<file path="src/rtl/vermitypes_pkg.sv">
// Shared Vermibus types: arbiter FSM states and the 1-bit master id.
package Vermitypes_pkg;

    typedef enum logic [1:0] {
        IDLE   = 2'd0,
        GRANT0 = 2'd1,
        GRANT1 = 2'd2
    } arb_state_t;

    typedef logic master_id_t;

    function automatic arb_state_t grant_state(input master_id_t id);
        return id ? GRANT1 : GRANT0;
    endfunction

endpackage

</file>
<file path="src/rtl/vermibus_arbiter_mux.sv">
// Combinational datapath: steers the granted master's request to the slave and
// returns ready/rdata to that master only; all zeros while nothing is granted.
module vermibus_arbiter_mux
    import Vermitypes_pkg::*;
#(
    parameter int ADDR_W = 32,
    parameter int DATA_W = 32
) (
    input  logic                grant_valid_i,
    input  master_id_t          grant_id_i,
    input  logic                m0_valid_i,
    input  logic [ADDR_W-1:0]   m0_address_i,
    input  logic [DATA_W/8-1:0] m0_wstrobe_i,
    input  logic [DATA_W-1:0]   m0_wdata_i,
    output logic                m0_ready_o,
    output logic [DATA_W-1:0]   m0_rdata_o,
    input  logic                m1_valid_i,
    input  logic [ADDR_W-1:0]   m1_address_i,
    input  logic [DATA_W/8-1:0] m1_wstrobe_i,
    input  logic [DATA_W-1:0]   m1_wdata_i,
    output logic                m1_ready_o,
    output logic [DATA_W-1:0]   m1_rdata_o,
    output logic                s_valid_o,
    output logic [ADDR_W-1:0]   s_address_o,
    output logic [DATA_W/8-1:0] s_wstrobe_o,
    output logic [DATA_W-1:0]   s_wdata_o,
    input  logic                s_ready_i,
    input  logic [DATA_W-1:0]   s_rdata_i
);

    always_comb begin
        s_valid_o   = 1'b0;
        s_address_o = '0;
        s_wstrobe_o = '0;
        s_wdata_o   = '0;
        m0_ready_o  = 1'b0;
        m0_rdata_o  = '0;
        m1_ready_o  = 1'b0;
        m1_rdata_o  = '0;
        if (grant_valid_i) begin
            if (grant_id_i == 1'b0) begin
                s_valid_o   = m0_valid_i;
                s_address_o = m0_address_i;
                s_wstrobe_o = m0_wstrobe_i;
                s_wdata_o   = m0_wdata_i;
                m0_ready_o  = s_ready_i;
                m0_rdata_o  = s_rdata_i;
            end else begin
                s_valid_o   = m1_valid_i;
                s_address_o = m1_address_i;
                s_wstrobe_o = m1_wstrobe_i;
                s_wdata_o   = m1_wdata_i;
                m1_ready_o  = s_ready_i;
                m1_rdata_o  = s_rdata_i;
            end
        end
    end

endmodule

</file>
<file path="src/rtl/vermibus_arbiter.sv">
// Two-master Vermibus arbiter: grant held for a whole transaction, zero-bubble
// handover. Macro VERMIBUS_ARBITER_ROUND_ROBIN_EN selects round-robin tie-break
// (defined) or fixed priority to master 0 (undefined).
module vermibus_arbiter
    import Vermitypes_pkg::*;
#(
    parameter int ADDR_W = 32,
    parameter int DATA_W = 32
) (
    input  logic                clk,
    input  logic                reset,
    input  logic                m0_valid,
    output logic                m0_ready,
    input  logic [ADDR_W-1:0]   m0_address,
    input  logic [DATA_W/8-1:0] m0_wstrobe,
    input  logic [DATA_W-1:0]   m0_wdata,
    output logic [DATA_W-1:0]   m0_rdata,
    input  logic                m1_valid,
    output logic                m1_ready,
    input  logic [ADDR_W-1:0]   m1_address,
    input  logic [DATA_W/8-1:0] m1_wstrobe,
    input  logic [DATA_W-1:0]   m1_wdata,
    output logic [DATA_W-1:0]   m1_rdata,
    output logic                s_valid,
    input  logic                s_ready,
    output logic [ADDR_W-1:0]   s_address,
    output logic [DATA_W/8-1:0] s_wstrobe,
    output logic [DATA_W-1:0]   s_wdata,
    input  logic [DATA_W-1:0]   s_rdata,
    output arb_state_t          dbg_state_o,
    output master_id_t          dbg_last_o
);

    // Handshake: a master holds valid and its fields until it sees ready; ready
    // is a one-cycle completion pulse with rdata valid in that same cycle.
    arb_state_t state_q, state_d;
    master_id_t last_q, last_d;
    master_id_t tie_id;

    always_ff @(posedge clk) begin
        if (!reset) begin
            state_q <= IDLE;
            last_q  <= 1'b1;
        end else begin
            state_q <= state_d;
            last_q  <= last_d;
        end
    end

`ifdef VERMIBUS_ARBITER_ROUND_ROBIN_EN
    assign tie_id = ~last_q;
`else
    assign tie_id = 1'b0;
`endif

    always_comb begin
        state_d = state_q;
        last_d  = last_q;
        case (state_q)
            IDLE: begin
                if (m0_valid && m1_valid) state_d = grant_state(tie_id);
                else if (m0_valid)        state_d = GRANT0;
                else if (m1_valid)        state_d = GRANT1;
            end
            // The owner's valid in its completion cycle belongs to the finished
            // request, so only the other master can claim the bus here.
            GRANT0: begin
                if (s_ready) begin
                    last_d  = 1'b0;
                    state_d = m1_valid ? GRANT1 : IDLE;
                end
            end
            GRANT1: begin
                if (s_ready) begin
                    last_d  = 1'b1;
                    state_d = m0_valid ? GRANT0 : IDLE;
                end
            end
            default: state_d = IDLE;
        endcase
    end

    assign dbg_state_o = state_q;
    assign dbg_last_o  = last_q;

    vermibus_arbiter_mux #(
        .ADDR_W(ADDR_W),
        .DATA_W(DATA_W)
    ) u_mux (
        .grant_valid_i (state_q != IDLE),
        .grant_id_i    (state_q == GRANT1),
        .m0_valid_i    (m0_valid),
        .m0_address_i  (m0_address),
        .m0_wstrobe_i  (m0_wstrobe),
        .m0_wdata_i    (m0_wdata),
        .m0_ready_o    (m0_ready),
        .m0_rdata_o    (m0_rdata),
        .m1_valid_i    (m1_valid),
        .m1_address_i  (m1_address),
        .m1_wstrobe_i  (m1_wstrobe),
        .m1_wdata_i    (m1_wdata),
        .m1_ready_o    (m1_ready),
        .m1_rdata_o    (m1_rdata),
        .s_valid_o     (s_valid),
        .s_address_o   (s_address),
        .s_wstrobe_o   (s_wstrobe),
        .s_wdata_o     (s_wdata),
        .s_ready_i     (s_ready),
        .s_rdata_i     (s_rdata)
    );

endmodule

</file>
<file path="config.mk">
export PLATFORM = sky130hd
export DESIGN_NAME = vermibus_arbiter
export DESIGN_NICKNAME = d
export VERILOG_FILES = /design/src/rtl/vermitypes_pkg.sv /design/src/rtl/vermibus_arbiter_mux.sv /design/src/rtl/vermibus_arbiter.sv
export SDC_FILE = /design/constraint.sdc
export NUM_CORES = 1
export LEC_CHECK = 0
export ABC_AREA = 1
export CORE_AREA = 3 3 119 121
export CTS_BUF_LIST = sky130_fd_sc_hd__clkbuf_4 sky130_fd_sc_hd__clkbuf_8 sky130_fd_sc_hd__clkbuf_16
export CTS_CLUSTER_SIZE = 30
export DETAILED_ROUTE_END_ITERATION = 7
export DIE_AREA = 0 0 122 124
export PLACE_DENSITY_LB_ADDON = 0.3
export SYNTH_ARGS = -nofsm -noshare
export SYNTH_HDL_FRONTEND = slang
export SYNTH_SLANG_ARGS = --single-unit
</file>
<file path="constraint.sdc">
create_clock -name clk -period 2 [get_ports clk]
set_clock_uncertainty 0.2 [all_clocks]
set_input_delay 0.3 -clock clk [delete_from_list [all_inputs] [get_ports clk]]
set_output_delay 0.3 -clock clk [all_outputs]
set_load 0.1 [all_outputs]
</file>
# After elaboration in Yosys (flattened, before gate mapping)
# Index checks and enable logic that the tools add are counted.
# word_totals
register_bits	3
in_bits	173
output_inout_bits	138
# classes
eq_ne	5
n_mux	27
n_reduce_logical	6
# op_table
operator	n
$mux 32	8
$mux 2	6
$mux 1	9
$mux 4	2
$pmux 2 s3	1
$reduce_and 3->1	2
$ne 2x2->1 const B	2
$ne 4x4->1 const B	1
$reduce_bool 2->1	2
$eq 2x1->1 const B	1
$eq 2x2->1 const B	1
$logic_not 2->1	1
$pmux 1 s2	1
$logic_and 1x1->1	1

# Depth between registers and ports, before layout
# logic_depth
word_depth	4
ltp_mapped	7
ltp_nobuf	6

# Modules after synthesis
# A second synthesis with hierarchy kept.
# unflattened
hier_cells	367
area_unflattened_um2	1667.8
# modules_own_cells
mod	n_inst	cells_per_inst	area_per_inst_um2	seq_area_each_um2
vermibus_arbiter_mux	1	345	1512.7	0.0
vermibus_arbiter	1	22	155.1	60.1

# Worst setup path before layout
# Ideal clock, no wire load.
# synth_path
path_kind	register to output
startpoint	register state_q[0], in the netlist dbg_state_o[0]
endpoint	output m0_rdata[11]
arrival_time_ps	3560
t_required_ps	1500
slack_ps	-2060
stages_incl_launch_ff	4
n_path_buf	1
cell_sequence	dfxtp_1 > nor2_2 > clkbuf_1 > nor3_1
# synth_between
elab_chain_cells	3
elab_cells_between_ends	4
# synth_lines
element	line_no	source
start, declared	vermibus_arbiter.sv:36	arb_state_t state_q, state_d;
start signal, assigned	vermibus_arbiter.sv:45	state_q <= state_d;
$eq 2x2->1	vermibus_arbiter.sv:91	.grant_id_i (state_q == GRANT1),
$mux 32	vermibus_arbiter_mux.sv:41	if (grant_id_i == 1'b0) begin
$mux 32 (*)	vermibus_arbiter_mux.sv:40	if (grant_valid_i) begin
end, declared	vermibus_arbiter.sv:17	output logic [DATA_W-1:0] m0_rdata,
# Every way passes the cells marked *; elsewhere a longest branch is shown, timed or not.

# Final worst setup path
# layout_path
startpoint	register state_q[1], in the netlist dbg_state_o[1]
endpoint	output m0_rdata[10]
# Same word-level chain as after synthesis.

==> out/metrics.cfg <==
[detailed_routing]
drt_first_pass_iters=4
via_per_inst=4.20
drtIter0Drc=74
wirelength_um=12500
num_vias=3003
drtAntennaViolNets=0
route.detailed.drc=0
post_drt_wl_per_cell_um=17.4

[pwr]
vdd_ir_drop_max_mv=0.417
p_leak_nw=3.17
switching_power_mw=3.21
power.share.sequential=0.014
switching_share=0.577
internal_power_mw=2.35
p_clk_frac=0.061
p_comb_frac=0.925
power_density_nw_per_um2=727

[timing]
maxSlewHeadroom=0.762
fin_crit_sh=0.980
grt_setup_unrepaired=yes
setup_ws_ns=0.0407
layout_min_cycle_time_ns=1.96
tightest_slew_ns=0.358
max_clock_freq_mhz=510
setup_violations=0
hold_viol_final=0
maxSlewViolCount=0

[synth]
synthesis.nets=393
netlist_area_sq_um=1380
syn_inst=220
yosysTopAreaCell=a22o_1
synth_compound_area_frac=0.451
synth.mux.area_fraction=0
synth_fa_ha_area_frac=0
yosys_warnings=0
synth-main-ff-cell=dfxtp_1
synth-seq-area-share=0.0436
synth_edf_count=0
synth_top_family_by_area=compound AO/OA/AOI/OAI gates
ys_ff_latch=3
syn_area_per_cell_sq_um=6.27
async_flop_share=0
ys_top_cells_by_area=a22o_1 (43%), nor3_1 (12%), inv_1 (10%)
yosys-top-cells-count=a22o_1 (68), inv_1 (37), nor2_1 (34), nor3_1 (33), buf_2 (13)
synth_top_area_frac=0.432
synth_xor_area_frac=0
yosysMostFrequentCell=a22o_1
synthSimpleGateAreaFrac=0.262
synth_cell_types=18

[global_routing]
grt_pass1_vias=3323
grt_max_degree=58
grt_use_total=0.149
overflow=0
antenna_found_initial=0
grt_pass1_wl_um=17800

[critical_path]
cp_slowest_cell=dfxtp_4
crit_fanout=17
path_buf_inv=3
slowest_delay_ns=0.34
ff2ff_setup_slack_ns=0.50
crit_type=register to primary output
startpoint_type=register
r2r-end=dbg_state_o[0]$_SDFFE_PN0P_
cp.arrival_ns=1.46
cp.required_ns=1.50
crit_chain=buf_4 -> nor2_4 -> buf_12 -> nor3_4 -> buf_12
cp_top_family=buffers and inverters
cp-end-kind=primary output
reg2reg_depth=7
reg2reg_from=dbg_state_o[0]$_SDFFE_PN0P_
path_common_cell=buf_12

[finish]
layout-drive-gt1-share=0.584
utilization=0.580
fin_nets=713
antennaDiodeCount=0
fin_cells=715
design_area_sq_um=7640
area_growth_pct=454

[hold_path]
hold_depth=2
hp-start=dbg_last_o$_SDFFE_PN1P_
holdPathEnd=dbg_last_o$_SDFFE_PN1P_
hp-class=register to register

[clocking]
postCtsHoldBufs=0
cts_buffers=3
htree_levels=1
cts_tree=done
cts_buffer_depth=2
clock_latency_ns=0.23
cts.sink_count=3
clkTransAtPathRegs_ns=0.03
root_buffer=clkbuf_16

[floorplanning]
core_region_area_sq_um=13200
die_w_um=122
die_area_sq_um=15100
die_h_um=124
ioPinCount=311
num_rows=42
start_util=0.105

[placement]
place_hpwl_um=10400
preCtsSetupSlack_ns=0.0839
dp.cells=696
dpl_cell_area_sq_um=7240
place.gp.congestion=0.710
io_buffers=310

[run_status]
status=finished, final reports clean

[run]
max_cap_violations=0

==> metal layers <==
| layer | up-vias | GRT usage | share of wire |
|---|---|---|---|
| met5 | - | 0 | 0 |
| met4 | 0 | 0.0273 | 0.013 |
| met3 | 13 | 0.0481 | 0.094 |
| met2 | 166 | 0.302 | 0.58 |
| met1 | 1390 | 0.149 | 0.31 |
| li1 | 1434 | - | - |
==> how the worst max path moves through the flow <==
stage | cells after the start | slack, ns | endpoint | from
after global placement | 4 | 0.07 | m0_ready | s_ready
after global routing | 6 | -0.02 | s_wdata[21] | dbg_state_o[1]$_SDFFE_PN0P_
final | 5 | 0.04 | m0_rdata[10] | dbg_state_o[1]$_SDFFE_PN0P_
after detailed placement | 4 | 0.08 | m0_ready | s_ready
after CTS | 7 | -0.01 | s_address[3] | dbg_state_o[1]$_SDFFE_PN0P_
after floorplan | 3 | -0.23 | m0_rdata[11] | dbg_state_o[1]$_SDFFE_PN0P_
==> cells in the final DEF, fill, tap and decap left out, drive strengths merged, types with 3 or more instances in the layout <==
| master | netlist | final |
|---|---|---|
| inv | 40 | 40 |
| nor3 | 33 | 33 |
| nand2 | 3 | 3 |
| nor2 | 36 | 36 |
| clkbuf | 1 | 7 |
| clkdlybuf4s50 | 0 | 172 |
| a21oi | 3 | 3 |
| buf | 24 | 165 |
| a22o | 68 | 68 |
| nand3 | 7 | 7 |
| dfxtp | 3 | 3 |
==> repair_timing <==
action,CTS,global route
resized for setup,7,18
endpoints found under the setup margin,116,65
gates cloned,2,3
setup buffers,8,3
pin swaps,1,9
==> power groups by stage <==
stage	sequential (mW)	combinational, mW	clock [mW]
finish	0.0771	5.14	0.339
global route	0.0781	5.29	0.346
CTS	0.0779	5.09	0.344
detailed placement	0.0784	5.01	0
global placement	0.0777	4.98	0
floorplan	0.123	3.13	0
==> final cells by class <==
class / count / area, sq um
Clock buffer: 4 / 82.6
Fill cell: 1068 / 5550
Inverter: 40 / 160
Multi-Input combinational cell: 152 / 2160
Sequential cell: 3 / 67.6
Tap cell: 176 / 220
Timing Repair Buffer: 340 / 4950
==> sequential cells by signal, indices dropped and copies added (netlist names) <==
register	count
dbg_state_o	2
dbg_last_o	1
==> cell families (layout without fill, tap and decap cells) <==
group | Yosys count | count (layout)
AO/OA/AOI/OAI | 73 | 73
flip-flops | 3 | 3
buffers and inverters | 65 | 384
AND/OR/NAND/NOR | 79 | 79
==> through the flow <==
step,power (mW),setup TNS [ns],hold WS [ns]
2_1_floorplan,3.25,-9.28,0.241
3_3_place_gp,5.05,0,0.356
3_5_place_dp,5.09,0,0.345
4_1_cts,5.52,-0.0274,0.377
5_1_grt,5.71,-0.165,0.429
6_report,5.56,0,0.372
==> worst min-delay path: cells and delay by family, from the launching register on <==
kind            cells  cell delay (ns)
compound gates      2             0.17
flops               1             0.37
No activity file was read; power rests on OpenSTA's default activity.
